## src/rtl/bck_loop_ctrl_stage.sv

```systemverilog
// Backward-extension SMEM loop-control stage: advances the j/i loops per beat,
// flags read finish and iteration boundary, with a valid/ready output and 1-entry skid buffer.
module bck_loop_ctrl_stage #(
    parameter int         READ_NUM_W = 10,
    parameter int         SIZE_W     = 7,
    parameter int         POS_W      = 7,
    parameter int         PRIM_W     = 64,
    parameter int         RSV_W      = 96,
    parameter int         CNT_W      = 16,
    parameter int         I_FLOOR    = 0,
    parameter logic [5:0] ST_INI     = 6'h1,
    parameter logic [5:0] ST_RUN     = 6'h2,
    parameter logic [5:0] ST_BUBBLE  = 6'h1e
) (
    input  logic                  clk,
    input  logic                  rst,
    input  logic                  in_valid,
    output logic                  in_ready,
    input  logic [5:0]            in_status,
    input  logic [READ_NUM_W-1:0] in_read_num,
    input  logic [PRIM_W-1:0]     in_primary,
    input  logic [SIZE_W-1:0]     in_fwd_size_n,
    input  logic [SIZE_W-1:0]     in_new_size,
    input  logic [SIZE_W-1:0]     in_new_last_size,
    input  logic [SIZE_W-1:0]     in_cur_wr_addr,
    input  logic [SIZE_W-1:0]     in_cur_rd_addr,
    input  logic [SIZE_W-1:0]     in_mem_wr_addr,
    input  logic [POS_W-1:0]      in_bck_i,
    input  logic [SIZE_W-1:0]     in_bck_j,
    input  logic [7:0]            in_output_c,
    input  logic [SIZE_W-1:0]     in_min_intv,
    input  logic                  in_iter_bound,
    input  logic [RSV_W-1:0]      in_reserved,
    output logic                  out_valid,
    input  logic                  out_ready,
    output logic [5:0]            out_status,
    output logic [READ_NUM_W-1:0] out_read_num,
    output logic [PRIM_W-1:0]     out_primary,
    output logic [SIZE_W-1:0]     out_fwd_size_n,
    output logic [SIZE_W-1:0]     out_new_size,
    output logic [SIZE_W-1:0]     out_new_last_size,
    output logic [SIZE_W-1:0]     out_cur_wr_addr,
    output logic [SIZE_W-1:0]     out_cur_rd_addr,
    output logic [SIZE_W-1:0]     out_mem_wr_addr,
    output logic [POS_W-1:0]      out_bck_i,
    output logic [SIZE_W-1:0]     out_bck_j,
    output logic [7:0]            out_output_c,
    output logic [SIZE_W-1:0]     out_min_intv,
    output logic [RSV_W-1:0]      out_reserved,
    output logic                  finish_sign,
    output logic                  iteration_boundary,
    output logic [CNT_W-1:0]      finish_cnt,
    input  logic                  cnt_clr,
    output logic                  err_status
);

    typedef struct packed {
        logic [5:0]            status;
        logic [READ_NUM_W-1:0] read_num;
        logic [PRIM_W-1:0]     primary;
        logic [SIZE_W-1:0]     fwd_size_n;
        logic [SIZE_W-1:0]     new_size;
        logic [SIZE_W-1:0]     new_last_size;
        logic [SIZE_W-1:0]     cur_wr_addr;
        logic [SIZE_W-1:0]     cur_rd_addr;
        logic [SIZE_W-1:0]     mem_wr_addr;
        logic [POS_W-1:0]      bck_i;
        logic [SIZE_W-1:0]     bck_j;
        logic [7:0]            output_c;
        logic [SIZE_W-1:0]     min_intv;
        logic [RSV_W-1:0]      reserved;
        logic                  finish;
        logic                  boundary;
    } beat_t;

    localparam logic [POS_W-1:0] I_FLOOR_P = POS_W'(I_FLOOR);

    function automatic beat_t bubble_beat();
        beat_t b;
        b        = '0;
        b.status = ST_BUBBLE;
        return b;
    endfunction

    function automatic logic [CNT_W-1:0] sat_inc(input logic [CNT_W-1:0] v);
        return (&v) ? v : v + 1'b1;
    endfunction

    beat_t             w_in;
    beat_t             w_res;
    logic              w_unknown;
    logic              w_jbound;
    logic              w_i_step;
    logic              w_i_end;
    logic [SIZE_W-1:0] w_last_m1;
    logic [SIZE_W-1:0] w_fwd_m1;
    logic [SIZE_W-1:0] w_j_p1;
    logic [POS_W-1:0]  w_i_m1;

    beat_t             r_out;
    logic              r_out_valid;
    beat_t             r_skid;
    logic              r_skid_full;
    logic [CNT_W-1:0]  r_finish_cnt;
    logic              r_err;

    logic              w_accept;
    logic              w_out_free;
    logic              w_out_fire;

    assign w_last_m1 = in_new_last_size - SIZE_W'(1);
    assign w_fwd_m1  = in_fwd_size_n - SIZE_W'(1);
    assign w_j_p1    = in_bck_j + SIZE_W'(1);
    assign w_i_m1    = in_bck_i - POS_W'(1);
    // new_last_size == 0 wraps to all-ones, so j_bound then fires at j == max
    assign w_jbound  = (in_bck_j == w_last_m1);
    assign w_i_step  = w_jbound & (in_bck_i > I_FLOOR_P);
    assign w_i_end   = w_jbound & (in_bck_i == I_FLOOR_P);

    // Stage p0: combinational loop update of the accepted beat
    always_comb begin
        w_in = '{status: in_status, read_num: in_read_num, primary: in_primary,
                 fwd_size_n: in_fwd_size_n, new_size: in_new_size,
                 new_last_size: in_new_last_size, cur_wr_addr: in_cur_wr_addr,
                 cur_rd_addr: in_cur_rd_addr, mem_wr_addr: in_mem_wr_addr,
                 bck_i: in_bck_i, bck_j: in_bck_j, output_c: in_output_c,
                 min_intv: in_min_intv, reserved: in_reserved,
                 finish: 1'b0, boundary: in_iter_bound};
        w_res     = bubble_beat();
        w_unknown = 1'b0;
        case (in_status)
            ST_INI: begin
                w_res          = w_in;
                w_res.output_c = '0;
            end
            ST_RUN: begin
                w_res               = w_in;
                w_res.finish        = w_jbound & (in_new_size == '0);
                w_res.boundary      = in_iter_bound | w_i_end;
                w_res.bck_i         = in_iter_bound ? I_FLOOR_P : (w_i_step ? w_i_m1 : in_bck_i);
                w_res.bck_j         = w_jbound ? '0 : w_j_p1;
                w_res.cur_wr_addr   = w_jbound ? w_fwd_m1 : in_cur_wr_addr;
                w_res.new_last_size = w_jbound ? in_new_size : in_new_last_size;
                w_res.new_size      = w_jbound ? '0 : in_new_size;
            end
            ST_BUBBLE: ;
            default: w_unknown = 1'b1;
        endcase
    end

    assign w_accept   = in_valid & ~r_skid_full;
    assign w_out_free = ~r_out_valid | out_ready;
    assign w_out_fire = r_out_valid & out_ready;

    // Stage p1: output register with skid buffer behind it
    always_ff @(posedge clk or negedge rst) begin
        if (!rst) begin
            r_out       <= bubble_beat();
            r_out_valid <= 1'b0;
            r_skid_full <= 1'b0;
        end else if (w_out_free) begin
            if (r_skid_full) begin
                r_out       <= r_skid;
                r_out_valid <= 1'b1;
                r_skid_full <= 1'b0;
            end else if (w_accept) begin
                r_out       <= w_res;
                r_out_valid <= 1'b1;
            end else begin
                r_out_valid <= 1'b0;
            end
        end else if (w_accept) begin
            r_skid_full <= 1'b1;
        end
    end

    always_ff @(posedge clk) begin
        if (!w_out_free && w_accept) begin
            r_skid <= w_res;
        end
    end

    always_ff @(posedge clk or negedge rst) begin
        if (!rst) begin
            r_finish_cnt <= '0;
            r_err        <= 1'b0;
        end else begin
            if (cnt_clr) begin
                r_finish_cnt <= '0;
            end else if (w_out_fire && r_out.finish) begin
                r_finish_cnt <= sat_inc(r_finish_cnt);
            end
            if (w_accept && w_unknown) begin
                r_err <= 1'b1;
            end
        end
    end

    assign in_ready           = ~r_skid_full;
    assign out_valid          = r_out_valid;
    assign out_status         = r_out.status;
    assign out_read_num       = r_out.read_num;
    assign out_primary        = r_out.primary;
    assign out_fwd_size_n     = r_out.fwd_size_n;
    assign out_new_size       = r_out.new_size;
    assign out_new_last_size  = r_out.new_last_size;
    assign out_cur_wr_addr    = r_out.cur_wr_addr;
    assign out_cur_rd_addr    = r_out.cur_rd_addr;
    assign out_mem_wr_addr    = r_out.mem_wr_addr;
    assign out_bck_i          = r_out.bck_i;
    assign out_bck_j          = r_out.bck_j;
    assign out_output_c       = r_out.output_c;
    assign out_min_intv       = r_out.min_intv;
    assign out_reserved       = r_out.reserved;
    assign finish_sign        = r_out.finish;
    assign iteration_boundary = r_out.boundary;
    assign finish_cnt         = r_finish_cnt;
    assign err_status         = r_err;

endmodule

```

## config.mk

```make
export PLATFORM = sky130hd
export DESIGN_NAME = bck_loop_ctrl_stage
export DESIGN_NICKNAME = d
export VERILOG_FILES = /design/src/rtl/bck_loop_ctrl_stage.sv
export SDC_FILE = /design/constraint.sdc
export NUM_CORES = 1
export LEC_CHECK = 0
export ABC_AREA = 1
export CAP_MARGIN = 15
export CELL_PAD_IN_SITES_DETAIL_PLACEMENT = 2
export CELL_PAD_IN_SITES_GLOBAL_PLACEMENT = 2
export CORE_ASPECT_RATIO = 1.5
export CORE_UTILIZATION = 30
export CTS_CLUSTER_SIZE = 14
export DETAILED_ROUTE_END_ITERATION = 16
export HOLD_SLACK_MARGIN = 0.12
export PLACE_DENSITY = 0.89
export SETUP_SLACK_MARGIN = 0.05
export SLEW_MARGIN = 0
export SYNTH_ARGS = -nofsm -noshare
export SYNTH_HDL_FRONTEND = slang
export SYNTH_SLANG_ARGS = --single-unit
```

## constraint.sdc

```tcl
create_clock -name clk -period 9.97 [get_ports clk]
set_input_delay 1.4955 -clock clk [delete_from_list [all_inputs] [get_ports clk]]
set_output_delay 1.4955 -clock clk [all_outputs]
set_load 0.02 [all_outputs]
```

==> flow_metrics.tcl, run 1 <==
set metrics [dict create \
    synth_cell_types 35 \
    grt_first_pass_wirelength_um 141900 \
    dieArea_sq_um 76230 \
    start_util_pct 30.43 \
    yosysWarnings 0 \
    overflow 0 \
    core-area_sq_um 74030 \
    path_clk_slew_ns 0.06 \
    die-height_um 337.6 \
    path_buf_inv 3 \
    cts_tree "built" \
    place_congestion 0.8516 \
    synthTopCellsByCount "nor2_1 (510), a21oi_1 (429), nand2_1 (427), dfrtp_1 (264), inv_1 (262)" \
    critPathSlowestCell "dfrtp_4" \
    vias_per_cell 5.031 \
    critical_path.endpoint_type "output port" \
    dp_hpwl_um 62200 \
    synth.most_common_cell "nor2_1" \
    path_delay_family "buffers and inverters" \
    cp_slowest_stage_delay_ns 0.98 \
    clk_path_buf_depth 3 \
    drt-wirelength-per-cell_um 23.88 \
    htree_num_levels 2 \
    skew_ns 0.02462 \
    ant_nets 0 \
    ctsResizeCount 0 \
    synth_fp_nets 2724 \
    synth_top_area_share_pct 33.19 \
    synthCells 2465 \
    n_fill_cell 7984 \
    tns_ns 0 \
    grt_max_degree 167 \
    syn_area_sq_um 22530 \
    crit_chain "buf_12 > inv_8 > clkdlybuf4s50_1" \
    drcViolationCount 0 \
    synth_top_area_cell "edfxtp_1" \
    cap_violations 0 \
    first_global_vias 23000 \
    synth_edf_count 249 \
    irDropWorstVdd_v 0.0001172 \
    ys_seq_area_share_pct 62.97 \
    slew_violations 0 \
    cts.sinks 517 \
    io_buffers 520 \
    ys_ff_latch 517 \
    synth_ff_type "dfrtp_1" \
    rsz0062_at_grt "false" \
    row_count 122 \
    fp.dieW_um 225.8 \
    wl_um 94700 \
    slew-limit-headroom_pct 23.55 \
    path_class "reg2out" \
    cts_setup_buffers 0 \
    cp_max_fo 166 \
    clock-root-buffer "clkbuf_16" \
    powerDensity_nw_per_um2 195.1 \
    fin_nets 3179 \
    period_share_pct 50.27 \
    worst_ep_arrival_time_ns 3.52 \
    drt_iter0_markers 1008 \
    leakagePower_nw 13.10 \
    vias 19950 \
    antenna_found_initial 15 \
    gr-usage-all-layers_pct 24.55 \
    worstMarginPinSlew_ns 1.147 \
    dr.pass1.iters 5 \
    area_delta_synth_final_pct 35.22 \
    worst_ep_required_time_ns 8.47 \
    clock.fmax_mhz 199.5 \
    synthTopCellsByArea "edfxtp_1 (33%), dfrtp_1 (29%), a21oi_1 (9.5%), nor2_1 (8.5%), nand2_1 (7.1%)" \
    fin_crit_ns 5.012 \
    status "finished clean" \
    start_kind "flip-flop" \
    finish.utilization_pct 41.15 \
    async_flop_share_pct 51.84 \
    hold_viol_final 0 \
    hold_buffers 0 \
    clock_latency_ns 0.62 \
    hold_class "reg2reg" \
    drive_gt1_share_pct 4.387 \
    setup_viol 0 \
    avgSynthCellArea_sq_um 9.141 \
    cts-buffers-inserted 53 \
    io_pins 521 \
]
[report_power, final]
part	switching [W]	internal [W]	leakage [nW]
registers	0.000148	0.00243	5.91
logic	0.000732	0.000500	6.30
clock network	0.000903	0.00123	0.894
total	0.00178	0.00416	13.1
[metal layers]
metal	GRT usage, %	wire length (um)
met2	45.07	49970
met5	0	48
met4	13.79	5244
met1	26.10	34600
met3	4.667	4829
[cell usage in the layout, fill, tap and decap left out, types with 2 or more instances in the layout]
master / synthesis / final
ha_1: 6 / 6
clkbuf_8: 0 / 9
nand3_1: 54 / 54
xor2_1: 13 / 13
clkinv_1: 0 / 5
diode_2: 0 / 10
bufinv_16: 0 / 6
xnor2_1: 4 / 4
inv_1: 262 / 262
clkinv_2: 0 / 10
clkdlybuf4s50_1: 0 / 519
a31oi_1: 4 / 4
o21ai_1: 10 / 10
o21ai_0: 40 / 40
dfrtp_1: 264 / 263
edfxtp_1: 249 / 249
dfstp_2: 4 / 4
nand4_1: 4 / 4
nand2_1: 427 / 427
nor2_2: 5 / 4
nor3_1: 9 / 9
inv_2: 5 / 3
nand2_2: 7 / 7
nor3_2: 2 / 2
buf_4: 0 / 12
o211ai_1: 7 / 7
o31ai_1: 2 / 2
buf_12: 0 / 4
clkbuf_1: 99 / 11
nor2_1: 510 / 509
a21oi_1: 429 / 429
or2_1: 3 / 3
inv_8: 0 / 2
clkbuf_16: 0 / 55
nor2_4: 2 / 4
[path summary, 6_finish.rpt]
path	start	to	slack, ns	cells after the start
max	r_skid_full$_DFFE_PN0P_	in_ready	4.96	3
min	r_skid[243]$_DFFE_PP_	out_status[0]$_DFFE_PN0P_	0.48	2
max reg2reg	r_skid_full$_DFFE_PN0P_	out_reserved[40]$_DFFE_PN0P_	5.30	7
min reg2reg	r_skid[243]$_DFFE_PP_	out_status[0]$_DFFE_PN0P_	0.48	2
max in group asynchronous	rst	out_new_size[2]$_DFFE_PN0P_	7.59	2
min in group asynchronous	rst	out_primary[13]$_DFFE_PN0P_	0.93	1
[worst reg2reg max path: cells and delay by family, from the launching register on]
family,cells,cell delay (ns)
AND/OR/NAND/NOR,3,0.98
buffers and inverters,3,2.42
flip-flops,1,0.98
AO/OA/AOI/OAI,1,0.22
[logic make-up after synthesis]
kind of cell,synth area share (%)
compound gates,11.12
xor+xnor,0.6608
fa+ha+maj,0.3332
buf+inv,6.936
flops,62.97
other cells,0.01664
simple gates,17.96
[cell type report]
type	instances	area, sq um	area share [%]
Tap cell	992	1241	4.074
Inverter	267	1017	3.339
Antenna cell	10	25.02	0.08213
Timing Repair Buffer	536	5380	17.66
Sequential cell	517	14190	46.58
Clock inverter	23	272.8	0.8952
Multi-Input combinational cell	1545	6798	22.31
Clock buffer	75	1541	5.059
[registers in the layout, summed over array words and instances, names as in the netlist]
name                count
r_skid                249
out_reserved           96
out_primary            64
finish_cnt             16
out_read_num           10
out_output_c            8
out_bck_i               7
out_bck_j               7
out_cur_rd_addr         7
out_cur_wr_addr         7
out_fwd_size_n          7
out_mem_wr_addr         7
out_min_intv            7
out_new_last_size       7
out_new_size            7
out_status              6
err_status              1
finish_sign             1
iteration_boundary      1
out_valid               1
r_skid_full             1
[stage by stage]
| step | cell area, sq um | instances | hold slack, ns | total power (W) | worst slack, ns |
|---|---|---|---|---|---|
| floorplan | 22530 | 2465 | 0.4340 | 0.003127 | 1.902 |
| global placement | 28610 | 3856 | 0.4521 | 0.003776 | 5.167 |
| detailed placement | 28630 | 3857 | 0.4691 | 0.003844 | 5.178 |
| CTS | 30440 | 3955 | 0.4843 | 0.006007 | 4.765 |
| global route | 30470 | 3965 | 0.5004 | 0.006163 | 4.686 |
| finish | 30470 | 3965 | 0.4782 | 0.005944 | 4.958 |
Note: power is estimated with default switching activity, not from simulation.
==> run 2, diff against run 1 <==
==> constraint.sdc (replaced) <==
create_clock -name clk -period 5.2 [get_ports clk]
set_input_delay 0.78 -clock clk [delete_from_list [all_inputs] [get_ports clk]]
set_output_delay 0.78 -clock clk [all_outputs]
set_load 0.02 [all_outputs]
==> flow_metrics.tcl, run 2 (synthesized netlist as in run 1, its figures left out) <==
set metrics [dict create \
    grt_first_pass_wirelength_um 140100 \
    overflow 0 \
    fp.dieW_um 225.8 \
    placedInstanceArea_sq_um 28700 \
    core-area_sq_um 74030 \
    place_congestion 0.8357 \
    dieArea_sq_um 76230 \
    mostFrequentLayoutCell "clkdlybuf4s50_1" \
    area_delta_synth_final_pct 35.65 \
    vias 19930 \
    path_class "in2reg" \
    drt_iter0_markers 964 \
    cts-buffers-inserted 54 \
    slew-limit-headroom_pct 22.63 \
    cp_common_cell "nand2_1" \
    cap_violations 0 \
    largest-register "r_skid" \
    ant_nets 0 \
    dp_hpwl_um 62530 \
    leakagePower_nw 13.14 \
    cp_max_fo 13 \
    irDropWorstVdd_v 0.0002257 \
    period_share_pct 65.97 \
    clock.fmax_mhz 291.5 \
    row_count 122 \
    dr.pass1.iters 5 \
    drcViolationCount 0 \
    start_util_pct 30.43 \
    powerDensity_nw_per_um2 371.8 \
    fin_total_pwr_w 0.01136 \
    antenna_found_initial 15 \
    critPathSlowestCell "o21ai_1" \
    worst_ep_arrival_time_ns 3.97 \
    clock-root-buffer "clkbuf_16" \
    rsz0062_at_grt "false" \
    crit_chain "clkdlybuf4s50_1 > inv_1 > nand2_1 > nor2_2 > inv_1 > o21ai_1 > nand2_1 > nand3_1 > nand2_1 > nand2_1" \
    largest_register_ff_count 249 \
    path_clk_slew_ns 0.06 \
    hold_class "reg2reg" \
    fin_area_sq_um 30560 \
    cp_slowest_stage_delay_ns 0.73 \
    slew_violations 0 \
    fin_nets 3186 \
    cts_tree "built" \
    final_cell_mix "clkdlybuf4s50_1 (519), nor2_1 (509), a21oi_1 (429)" \
    critical_path.endpoint_type "flip-flop" \
    grt_max_degree 161 \
    wl_um 93300 \
    die-height_um 337.6 \
    worst_ep_required_time_ns 5.74 \
    drt-wirelength-per-cell_um 23.46 \
    tns_ns 0 \
    skew_ns 0.01647 \
    first_global_vias 22890 \
    vias_per_cell 5.011 \
    fin_crit_ns 3.431 \
    status "finished clean" \
    hold_viol_final 0 \
    cts.sinks 517 \
    worstMarginPinSlew_ns 1.161 \
    io_buffers 520 \
    io_pins 521 \
    clock_latency_ns 0.60 \
    gr-usage-all-layers_pct 24.11 \
    clk_path_buf_depth 3 \
    drive_gt1_share_pct 4.780 \
    start_kind "primary input" \
    htree_num_levels 2 \
    setup_viol 0 \
]
[run 2: metrics by stage]
step | util [%] | setup slack, ns | hold slack [ns] | instances
6_report | 41.28 | 1.769 | 0.4804 | 3977
5_1_grt | 41.28 | 1.666 | 0.5168 | 3976
3_5_place_dp | 38.77 | 1.173 | 0.4686 | 3862
4_1_cts | 41.24 | 1.838 | 0.4877 | 3963
3_3_place_gp | 38.77 | 1.419 | 0.4546 | 3862
2_1_floorplan | - | 0.7224 | 0.4340 | 2465
[run 2: worst max-delay path: cells and delay by family]
kind / cells / cell delay, ns
AOI/OAI and AO/OA: 1 / 0.73
buffers and inverters: 3 / 1.31
and+or+nand+nor: 6 / 1.12
[run 2: layer usage]
layer / part of all wire, % / vias to the layer above / GRT usage [%]
met5: 0.033 / - / 0
met4: 5.1 / 6 / 12.52
met3: 5.6 / 207 / 4.806
met2: 53 / 639 / 44.87
met1: 36 / 10190 / 25.36
li1: - / 8885 / -
[run 2: area by class of cell]
cell class              instances  area (sq um)
fillers                      7882         43470
flip-flops and latches        517         14190
multi-input cells            1545          6798
repair buffers                542          5465
clock buffers                  69          1478
well taps                     992          1241
inverters                     267          1017
clock inverters                31         336.6
diodes                         14         35.03
[run 2: repair_timing]
action	CTS	global route
hold endpoints to repair	10	0
hold buffers	1	0
setup buffers	0	0
gates resized for setup	0	0
[run 2: worst paths after layout]
path,cells past startpoint,from,to,slack (ns)
min reg2reg,2,r_skid[248]$_DFFE_PP_,out_status[5]$_DFFE_PN0P_,0.48
min in group asynchronous,2,rst,out_primary[0]$_DFFE_PN0P_,0.58
max in group asynchronous,3,rst,out_reserved[44]$_DFFE_PN0P_,3.36
min,2,r_skid[248]$_DFFE_PP_,out_status[5]$_DFFE_PN0P_,0.48
max,10,in_status[0],out_new_last_size[1]$_DFFE_PN0P_,1.77
max reg2reg,4,r_skid_full$_DFFE_PN0P_,out_reserved[53]$_DFFE_PN0P_,2.37
[run 2: power breakdown]
group | switching, W | leakage, nW | internal [W]
clock | 0.00174 | 0.892 | 0.00231
combinational | 0.00142 | 6.34 | 0.000966
sequential | 0.000265 | 5.91 | 0.00466
